**src/rtl/rot_pkg.sv**
```systemverilog
// rot_pkg: shared frame geometry, default pixel width and packer FSM states.
package rot_pkg;
    localparam int IMG_DIM = 256;
    localparam int COORD_W = 8;
    localparam int DEF_PIX_W = 24;
    localparam logic [COORD_W-1:0] CMAX = COORD_W'(IMG_DIM - 1);
    typedef enum logic [1:0] {IDLE, STREAM, DRAIN, DONE} state_t;
endpackage

```
**src/rtl/rot_fifo.sv**
```systemverilog
// rot_fifo: first-word-fall-through FIFO; head reads as zero while empty.
module rot_fifo #(
    parameter int DEPTH = 16,
    parameter int W = 26
) (
    input  logic                     clk,
    input  logic                     rst,
    input  logic                     push,
    input  logic                     pop,
    input  logic [W-1:0]             din,
    output logic [W-1:0]             dout,
    output logic [$clog2(DEPTH):0]   fill
);
    localparam int AW = $clog2(DEPTH);
    localparam logic [AW:0] ONE = (AW+1)'(1);
    logic [W-1:0] mem [DEPTH];
    logic [AW:0] wr, rd;
    always_ff @(posedge clk)
        if (push) mem[wr[AW-1:0]] <= din;
    always_ff @(posedge clk or posedge rst) begin
        if (rst) begin
            wr <= '0;
            rd <= '0;
        end else begin
            if (push) wr <= wr + ONE;
            if (pop) rd <= rd + ONE;
        end
    end
    assign fill = wr - rd;
    assign dout = (fill != '0) ? mem[rd[AW-1:0]] : '0;
endmodule

```
**src/rtl/rot_stream_packer.sv**
```systemverilog
// rot_stream_packer: packs a 256x256 rotated pixel stream into a valid/ready FIFO with sof/eol tags.
// Optional per-line byte-XOR checksum enabled by defining PACKER_LINE_SUM_EN.
module rot_stream_packer
    import rot_pkg::*;
#(
    parameter int DEPTH = 16,
    parameter int PIX_W = DEF_PIX_W
) (
    input  logic                     clk,
    input  logic                     rst,
    input  logic                     in_valid,
    input  logic [PIX_W-1:0]         in_data,
    input  logic                     in_eol,
    input  logic                     clr_err,
    output logic                     out_valid,
    input  logic                     out_ready,
    output logic [PIX_W-1:0]         out_data,
    output logic                     out_sof,
    output logic                     out_eol,
    output logic                     frame_done,
    output logic                     ovf,
    output logic                     sync_err,
    output logic [$clog2(DEPTH):0]   fill,
    output logic [7:0]               line_sum,
    output logic                     line_sum_valid
);
    localparam int AW = $clog2(DEPTH);
    localparam logic [AW:0] FULL = (AW+1)'(DEPTH);
    state_t state, nxt;
    logic [COORD_W-1:0] col, row;
    logic acc_ok, last_px, pop, push, ovf_set, sync_set;
    logic [PIX_W+1:0] head;
    assign acc_ok = in_valid && (state == IDLE || state == STREAM);
    assign last_px = (col == CMAX) && (row == CMAX);
    assign pop = out_valid && out_ready;
    assign push = acc_ok && (fill != FULL || pop);
    assign ovf_set = acc_ok && !push;
    assign sync_set = (acc_ok && (in_eol != (col == CMAX))) || (in_valid && !acc_ok);
    rot_fifo #(.DEPTH(DEPTH), .W(PIX_W + 2)) u_fifo (
        .clk(clk), .rst(rst), .push(push), .pop(pop),
        .din({row == '0 && col == '0, col == CMAX, in_data}),
        .dout(head), .fill(fill)
    );
    assign out_valid = fill != '0;
    assign {out_sof, out_eol, out_data} = head;
    assign frame_done = state == DONE;
    always_comb begin
        nxt = state;
        case (state)
            IDLE:    if (in_valid) nxt = last_px ? DRAIN : STREAM;
            STREAM:  if (in_valid && last_px) nxt = DRAIN;
            DRAIN:   if (fill == '0) nxt = DONE;
            default: nxt = IDLE;
        endcase
    end
    always_ff @(posedge clk or posedge rst) begin
        if (rst) begin
            state <= IDLE;
            col <= '0;
            row <= '0;
            ovf <= 1'b0;
            sync_err <= 1'b0;
        end else begin
            state <= nxt;
            if (acc_ok) begin
                col <= col + 1'b1;
                if (col == CMAX) row <= row + 1'b1;
            end
            ovf <= ovf_set || (ovf && !clr_err);
            sync_err <= sync_set || (sync_err && !clr_err);
        end
    end
`ifdef PACKER_LINE_SUM_EN
    logic [7:0] acc, beat_x;
    always_comb begin
        beat_x = '0;
        for (int i = 0; i < PIX_W / 8; i++) beat_x = beat_x ^ out_data[8*i +: 8];
    end
    always_ff @(posedge clk or posedge rst) begin
        if (rst) begin
            acc <= '0;
            line_sum <= '0;
            line_sum_valid <= 1'b0;
        end else begin
            line_sum_valid <= pop && out_eol;
            if (pop) acc <= out_eol ? '0 : acc ^ beat_x;
            if (pop && out_eol) line_sum <= acc ^ beat_x;
        end
    end
`else
    assign line_sum = '0;
    assign line_sum_valid = 1'b0;
`endif
endmodule

```
**config.mk**
```make
export PLATFORM = sky130hd
export DESIGN_NAME = rot_stream_packer
export DESIGN_NICKNAME = d
export VERILOG_FILES = /design/src/rtl/rot_pkg.sv /design/src/rtl/rot_fifo.sv /design/src/rtl/rot_stream_packer.sv
export SDC_FILE = /design/constraint.sdc
export NUM_CORES = 1
export LEC_CHECK = 0
export ABC_CLOCK_PERIOD_IN_PS = 11800
export BUFFER_PORTS_ARGS = -buffer_cell sky130_fd_sc_hd__buf_4
export CORE_ASPECT_RATIO = 0.75
export CORE_MARGIN = 2
export CORE_UTILIZATION = 32
export DETAILED_ROUTE_END_ITERATION = 6
export GPL_ROUTABILITY_DRIVEN = 0
export PLACE_DENSITY = 0.58
export SLEW_MARGIN = 20
export SYNTH_ARGS = -nofsm -noshare
export SYNTH_HDL_FRONTEND = slang
export SYNTH_SLANG_ARGS = --single-unit
```
**constraint.sdc**
```tcl
create_clock -name clk -period 11.8 [get_ports clk]
set_clock_uncertainty 0.15 [all_clocks]
set_input_delay 3.54 -clock clk [delete_from_list [all_inputs] [get_ports clk]]
set_output_delay 3.54 -clock clk [all_outputs]
set_load 0.005 [all_outputs]
```
==> out/results.ini, run 1 <==
[cts]
tritoncts=built
ctsRootBufferMaster=sky130_fd_sc_hd__clkbuf_16
post_cts_resized=0
cts_setup_buffers=0
clk-insertion-delay-late_ns=0.55
htreeDepth=2
clk_path_buf_depth=3
ctsHoldBuffers=0
clkTransAtPathRegs_ns=0.06
numCtsBuffers=46
clock_sinks=446

[logic_synthesis]
synth_ff_type=sky130_fd_sc_hd__edfxtp_1
synthDistinctLibCells=45
share_of_async_settable_or_async_resettable_flops_after_synthesis_pct=6.73
synth-edff-count=416
post_synthesis_instance_area_sq_um=17800
synthesis.area_per_instance_sq_um=22.1
synthesis.instances=804
synth.ff_latch_count=446
synth.yosys.warnings=0
synth_seq_area_share_pct=74.6

[detailed_routing]
route.final.wire_length_mm=37.9
remaining_drc_errors=6
drt_pre_antenna_iters=6
drtAntennaViolNets=0
detailedRoute.firstIterationViolations=557
via_count=8025
drt-wirelength-per-cell_um=22.9
drt-vias-per-instance=4.86

[cells_and_area]
layout.cells.most_common_list=sky130_fd_sc_hd__edfxtp_1, sky130_fd_sc_hd__mux4_2, sky130_fd_sc_hd__buf_4
post-route-cell-area_sq_um=20500
drive_above_1_share_pct=32.6
num-nets-final=937
syn_to_final_growth_pct=15.4
fillerInstances=4948
leading_cell_type_in_the_layout_fill_and_taps_excluded=sky130_fd_sc_hd__edfxtp_1

[pwr]
switching_power_summed_over_all_nets_mw=1.42
total_power_consumption_mw=5.00
power_frac_comb_pct=29.7
power.sequential.fraction_pct=41.4
power.internal_mw=3.57
power.leakage_nw=6.71
switching_share_pct=28.5
powerDensity_nw_per_um2=244
irDropWorstVdd_v=0.000139
pwr-share-clk_pct=28.9

[grt]
grt_remaining_overflow=0
groute.usage.overall_pct=13.2
first_global_vias=8408
grt_max_degree=64
antenna_found_initial=3
grt_pass1_wl_mm=55.8

[worst_setup_path]
critPathArrivalTime_ns=3.90
r2r_cells=7
setup.worst_path.start=u_fifo.rd[1]$_DFFE_PP0P_
cp_max_fo=63
critPathCaptureType=output pin
worst-r2r-setup-slack_ns=7.27
cp-start-kind=register
r2r-start=u_fifo.rd[1]$_DFFE_PP0P_
critical_path.reg2reg.endpoint=u_fifo.mem[9][11]$_DFFE_PP_
required_ns=8.11
setup.worst_path.class=register to output pin

[timing]
timing.fmax_ghz=0.132
unrepaired_setup_endpoints_after_global_routing=no
worst_slew_margin_rel_pct=31.2
final_slew_violations=0
setup-tns-final_ns=0
final_period_demand_of_the_worst_path_ns=7.59
timing_hold_violations_final=0
fin_worst_hold_slack_ns=0.339
layout_worst_path_cycle_share_pct=64.3
max_slew.worst_pin.slew_ns=1.03
timing.final.setup_violations=0

[worst_hold_path]
holdPathStages=1
min_path_type=register to register
worst_hold_path.endpoint=u_fifo.rd[4]$_DFFE_PP0P_
hold_start=u_fifo.rd[4]$_DFFE_PP0P_

[die]
io_pins=74
design.die.area_sq_um=57400
fp.dieW_um=276
floorplan.rows=74
start_util_pct=32.5
placeable_core_area_sq_um=54600
die-height_um=208

[placement]
place.port_buffers=64
detailed_place_hpwl_mm=19.4
detailed_place.area_sq_um=19000

[run]
max_cap_viol_count=0

[outcome]
status=finished with violations
violations=DRC

worst max path at each step:
stage	end
2_1_floorplan	out_data[10]
3_3_place_gp	out_data[1]
3_5_place_dp	out_data[16]
4_1_cts	out_data[16]
5_1_grt	out_data[16]
6_report	out_data[16]
cell type report:
type,count,area [sq um],share of cell area (%)
antenna,2,5.00,0.0244
multi-input combinational,305,4210,20.5
tap,722,903,4.41
inverter,18,67.6,0.330
clock inverter,35,324,1.58
sequential,446,13300,64.7
clock buffer,50,1190,5.80
timing repair buffer,72,541,2.64
state kept, by name, summed over array words and instances (netlist names):
signal and flops:
ovf 1, row 8, u_fifo.rd 5, col 8, u_fifo.wr 5, state 2, sync_err 1, u_fifo.mem 416
Yosys cell counts (3+ instances only):
master,n,area share [%]
sky130_fd_sc_hd__o21ai_0,5,0.14
sky130_fd_sc_hd__nand4_1,5,0.18
sky130_fd_sc_hd__xnor2_1,15,0.74
sky130_fd_sc_hd__ha_1,17,1.2
sky130_fd_sc_hd__a21oi_1,5,0.14
sky130_fd_sc_hd__nor2b_1,3,0.11
sky130_fd_sc_hd__nor4_1,3,0.11
sky130_fd_sc_hd__xor2_1,11,0.54
sky130_fd_sc_hd__nor3_1,4,0.11
sky130_fd_sc_hd__nand3_1,10,0.28
sky130_fd_sc_hd__dfrtp_1,30,4.2
sky130_fd_sc_hd__clkbuf_1,16,0.34
sky130_fd_sc_hd__buf_6,3,0.19
sky130_fd_sc_hd__buf_4,9,0.38
sky130_fd_sc_hd__nor2_1,10,0.21
sky130_fd_sc_hd__and3_1,14,0.49
sky130_fd_sc_hd__nand2_1,12,0.25
sky130_fd_sc_hd__mux4_2,130,16
sky130_fd_sc_hd__buf_12,4,0.45
sky130_fd_sc_hd__and2_1,30,1.1
sky130_fd_sc_hd__buf_2,9,0.25
sky130_fd_sc_hd__inv_1,17,0.36
sky130_fd_sc_hd__edfxtp_1,416,70
critical path: stages (launching register included):
cell,delay (ns)
sky130_fd_sc_hd__dfrtp_4,1.06
sky130_fd_sc_hd__inv_1,0.20
sky130_fd_sc_hd__fa_1,0.50
sky130_fd_sc_hd__xor2_1,0.25
sky130_fd_sc_hd__nand4b_1,0.24
sky130_fd_sc_hd__o2bb2a_4,0.20
sky130_fd_sc_hd__inv_2,0.54
sky130_fd_sc_hd__and2_1,0.23
sky130_fd_sc_hd__buf_4,0.11
power groups by stage:
stage	clock network (mW)	registers (mW)	logic, mW
3_3_place_gp	0	2.09	1.52
2_1_floorplan	0	1.99	1.08
6_report	1.44	2.07	1.48
3_5_place_dp	0	2.10	1.53
5_1_grt	1.54	2.09	1.62
4_1_cts	1.48	2.07	1.54
layer usage:
layer / up-vias / GRT usage [%] / part of all wire, %
li1: 3487 / - / -
met5: - / 0 / 0
met4: 0 / 3.17 / 1.6
met2: 190 / 21.4 / 49
met1: 4299 / 18.4 / 44
met3: 49 / 2.61 / 5.5
cell families (layout without fill, tap and decap cells):
family / count (synthesis) / in the layout / share of synthesized area, %
XOR/XNOR: 26 / 26 / 1.28
flip-flops: 446 / 446 / 74.6
buffers and inverters: 61 / 175 / 2.04
multiplexers: 133 / 133 / 16.7
other: 1 / 11 / 0.0211
AND/OR/NAND/NOR: 101 / 101 / 3.26
AO/OA/AOI/OAI: 18 / 18 / 0.804
adder cells (fa/ha/maj): 18 / 18 / 1.31
stage by stage:
step	utilization, %	setup WS (ns)	cells
floorplan	-	5.34	812
global placement	34.7	4.71	1563
detailed placement	34.7	4.60	1563
CTS	37.5	4.02	1648
global route	37.5	3.89	1648
finish	37.5	4.21	1650
(Power assumes the default switching activity.)
==> inputs of run 2 (changes only) <==
ABC_CLOCK_PERIOD_IN_PS = 6800   (was 11800)
PLACE_DENSITY = 0.6   (was 0.58)
clock period = 6.8 ns   (was 11.8 ns; I/O delays follow)
==> run 2 against run 1 <==
  * The run still ends with DRC left
  * Largest cell class unchanged
  * Register-to-register slack lost 4.8 ns
  * Setup slack worse by 3.4 ns
  * Core utilization decreased by 0.20 points
  * Global-route usage shrank 0.15 points
  * Critical endpoint unchanged
  * Highest routed layer unchanged
  * Flip-flop and latch count unchanged
  * Worst hold slack got worse by 0.0062 ns
  * Die area stayed put
  * Critical path depth unchanged
  * Count of clock-buffer cells in the layout up 1
  * Power up 71%
  * First-iteration DRC count grew 38%
  * Critical path type unchanged
  * Cell count fell by 0.61%
==> out/results.ini, run 2 (same netlist as run 1, synthesis figures left out) <==
[cts]
numCtsBuffers=43
ctsRootBufferMaster=sky130_fd_sc_hd__clkbuf_16
clock_sinks=446
clkTransAtPathRegs_ns=0.06
htreeDepth=2
ctsHoldBuffers=0
clk-insertion-delay-late_ns=0.56
cts_setup_buffers=0
tritoncts=built
clk_path_buf_depth=3
post_cts_resized=0

[detailed_routing]
via_count=7986
remaining_drc_errors=1
drt_pre_antenna_iters=7
drtAntennaViolNets=0
drt-vias-per-instance=4.87
drt-wirelength-per-cell_um=22.7
detailedRoute.firstIterationViolations=766
route.final.wire_length_mm=37.3

[cells_and_area]
post-route-cell-area_sq_um=20400
syn_to_final_growth_pct=14.8
layout.cells.most_common_list=sky130_fd_sc_hd__edfxtp_1, sky130_fd_sc_hd__mux4_2, sky130_fd_sc_hd__buf_4
max_ffs_per_register=416
finalNonFillerCells=1640
num-nets-final=933
leading_cell_type_in_the_layout_fill_and_taps_excluded=sky130_fd_sc_hd__edfxtp_1
drive_above_1_share_pct=32.1

[worst_setup_path]
setup.worst_path.start=u_fifo.rd[1]$_DFFE_PP0P_
critical_path.reg2reg.endpoint=u_fifo.mem[13][21]$_DFFE_PP_
required_ns=4.61
r2r_cells=7
worst-r2r-setup-slack_ns=2.45
r2r-start=u_fifo.rd[1]$_DFFE_PP0P_
cp-start-kind=register
critPathCaptureType=output pin
critPathArrivalTime_ns=3.76
cp_max_fo=53
setup.worst_path.class=register to output pin
crit_path_end=out_data[16]

[timing]
worst_slew_margin_rel_pct=31.6
setup-tns-final_ns=0
timing_hold_violations_final=0
timing.fmax_ghz=0.168
max_slew.worst_pin.slew_ns=1.03
unrepaired_setup_endpoints_after_global_routing=no
final_period_demand_of_the_worst_path_ns=5.95
final_slew_violations=0
layout_worst_path_cycle_share_pct=87.5
timing.final.setup_violations=0

[run]
max_cap_viol_count=0

[grt]
antenna_found_initial=2
grt_max_degree=108
grt_remaining_overflow=0
groute.usage.overall_pct=13.1
first_global_vias=8342
grt_pass1_wl_mm=55.2

[die]
io_pins=74
floorplan.rows=74
start_util_pct=32.5
fp.dieW_um=276
design.die.area_sq_um=57400
die-height_um=208
placeable_core_area_sq_um=54600

[outcome]
status=finished with violations
violations=DRC

[pwr]
irDropWorstVdd_v=0.000217
power.leakage_nw=6.65
powerDensity_nw_per_um2=419

[placement]
place_inst=1562
place.port_buffers=64
detailed_place.area_sq_um=19000
detailed_place_hpwl_mm=19.2

[worst_hold_path]
min_path_type=register to register

-- run 2: final cells by class --
type,instances,area (sq um)
well taps,722,903
clock buffers,51,1130
flip-flops and latches,446,13300
multi-input cells,305,4220
repair buffers,71,546
clock inverters,26,264
inverters,18,67.6
fillers,4904,34200
diodes,1,2.50
-- run 2: where the power goes --
part           switching (mW)  leakage, nW  internal [mW]
Combinational            1.27         1.82           1.39
Clock                    1.02        0.685           1.35
Sequential              0.169         4.15           3.32
-- run 2: worst min path at each step --
| stage | slack, ns | endpoint | depth (start not counted) | start |
|---|---|---|---|---|
| 6_report | 0.33 | u_fifo.rd[4]$_DFFE_PP0P_ | 1 | u_fifo.rd[4]$_DFFE_PP0P_ |
| 5_1_grt | 0.37 | row[7]$_DFFE_PP0P_ | 1 | row[7]$_DFFE_PP0P_ |
| 4_1_cts | 0.34 | u_fifo.rd[4]$_DFFE_PP0P_ | 1 | u_fifo.rd[4]$_DFFE_PP0P_ |
| 3_5_place_dp | 0.33 | u_fifo.rd[4]$_DFFE_PP0P_ | 1 | u_fifo.rd[4]$_DFFE_PP0P_ |
| 3_3_place_gp | 0.33 | u_fifo.rd[4]$_DFFE_PP0P_ | 1 | u_fifo.rd[4]$_DFFE_PP0P_ |
| 2_1_floorplan | 0.31 | u_fifo.rd[4]$_DFFE_PP0P_ | 1 | u_fifo.rd[4]$_DFFE_PP0P_ |
-- run 2: worst max-delay path: stages (launching register included) --
cell	delay, ns
sky130_fd_sc_hd__dfrtp_4	0.92
sky130_fd_sc_hd__inv_1	0.20
sky130_fd_sc_hd__fa_1	0.49
sky130_fd_sc_hd__xor2_1	0.26
sky130_fd_sc_hd__nand4b_1	0.24
sky130_fd_sc_hd__o2bb2a_4	0.20
sky130_fd_sc_hd__inv_2	0.55
sky130_fd_sc_hd__and2_1	0.23
sky130_fd_sc_hd__buf_4	0.11
-- run 2: stage by stage --
stage               utilization [%]  hold WS [ns]  total power [mW]  worst slack (ns)
floorplan                         -         0.310              5.31              1.84
global placement               34.7         0.328              6.28              1.37
detailed placement             34.7         0.329              6.31              1.30
CTS                            37.3         0.338              8.67             0.688
global route                   37.3         0.369              8.96             0.530
finish                         37.3         0.332              8.53             0.848
-- run 2: metal layers --
metal  share of wire, %  GRT usage, %
met5                  0             0
met4                1.6          3.15
met3                5.4          2.26
met2                 48          20.8
met1                 45          18.8
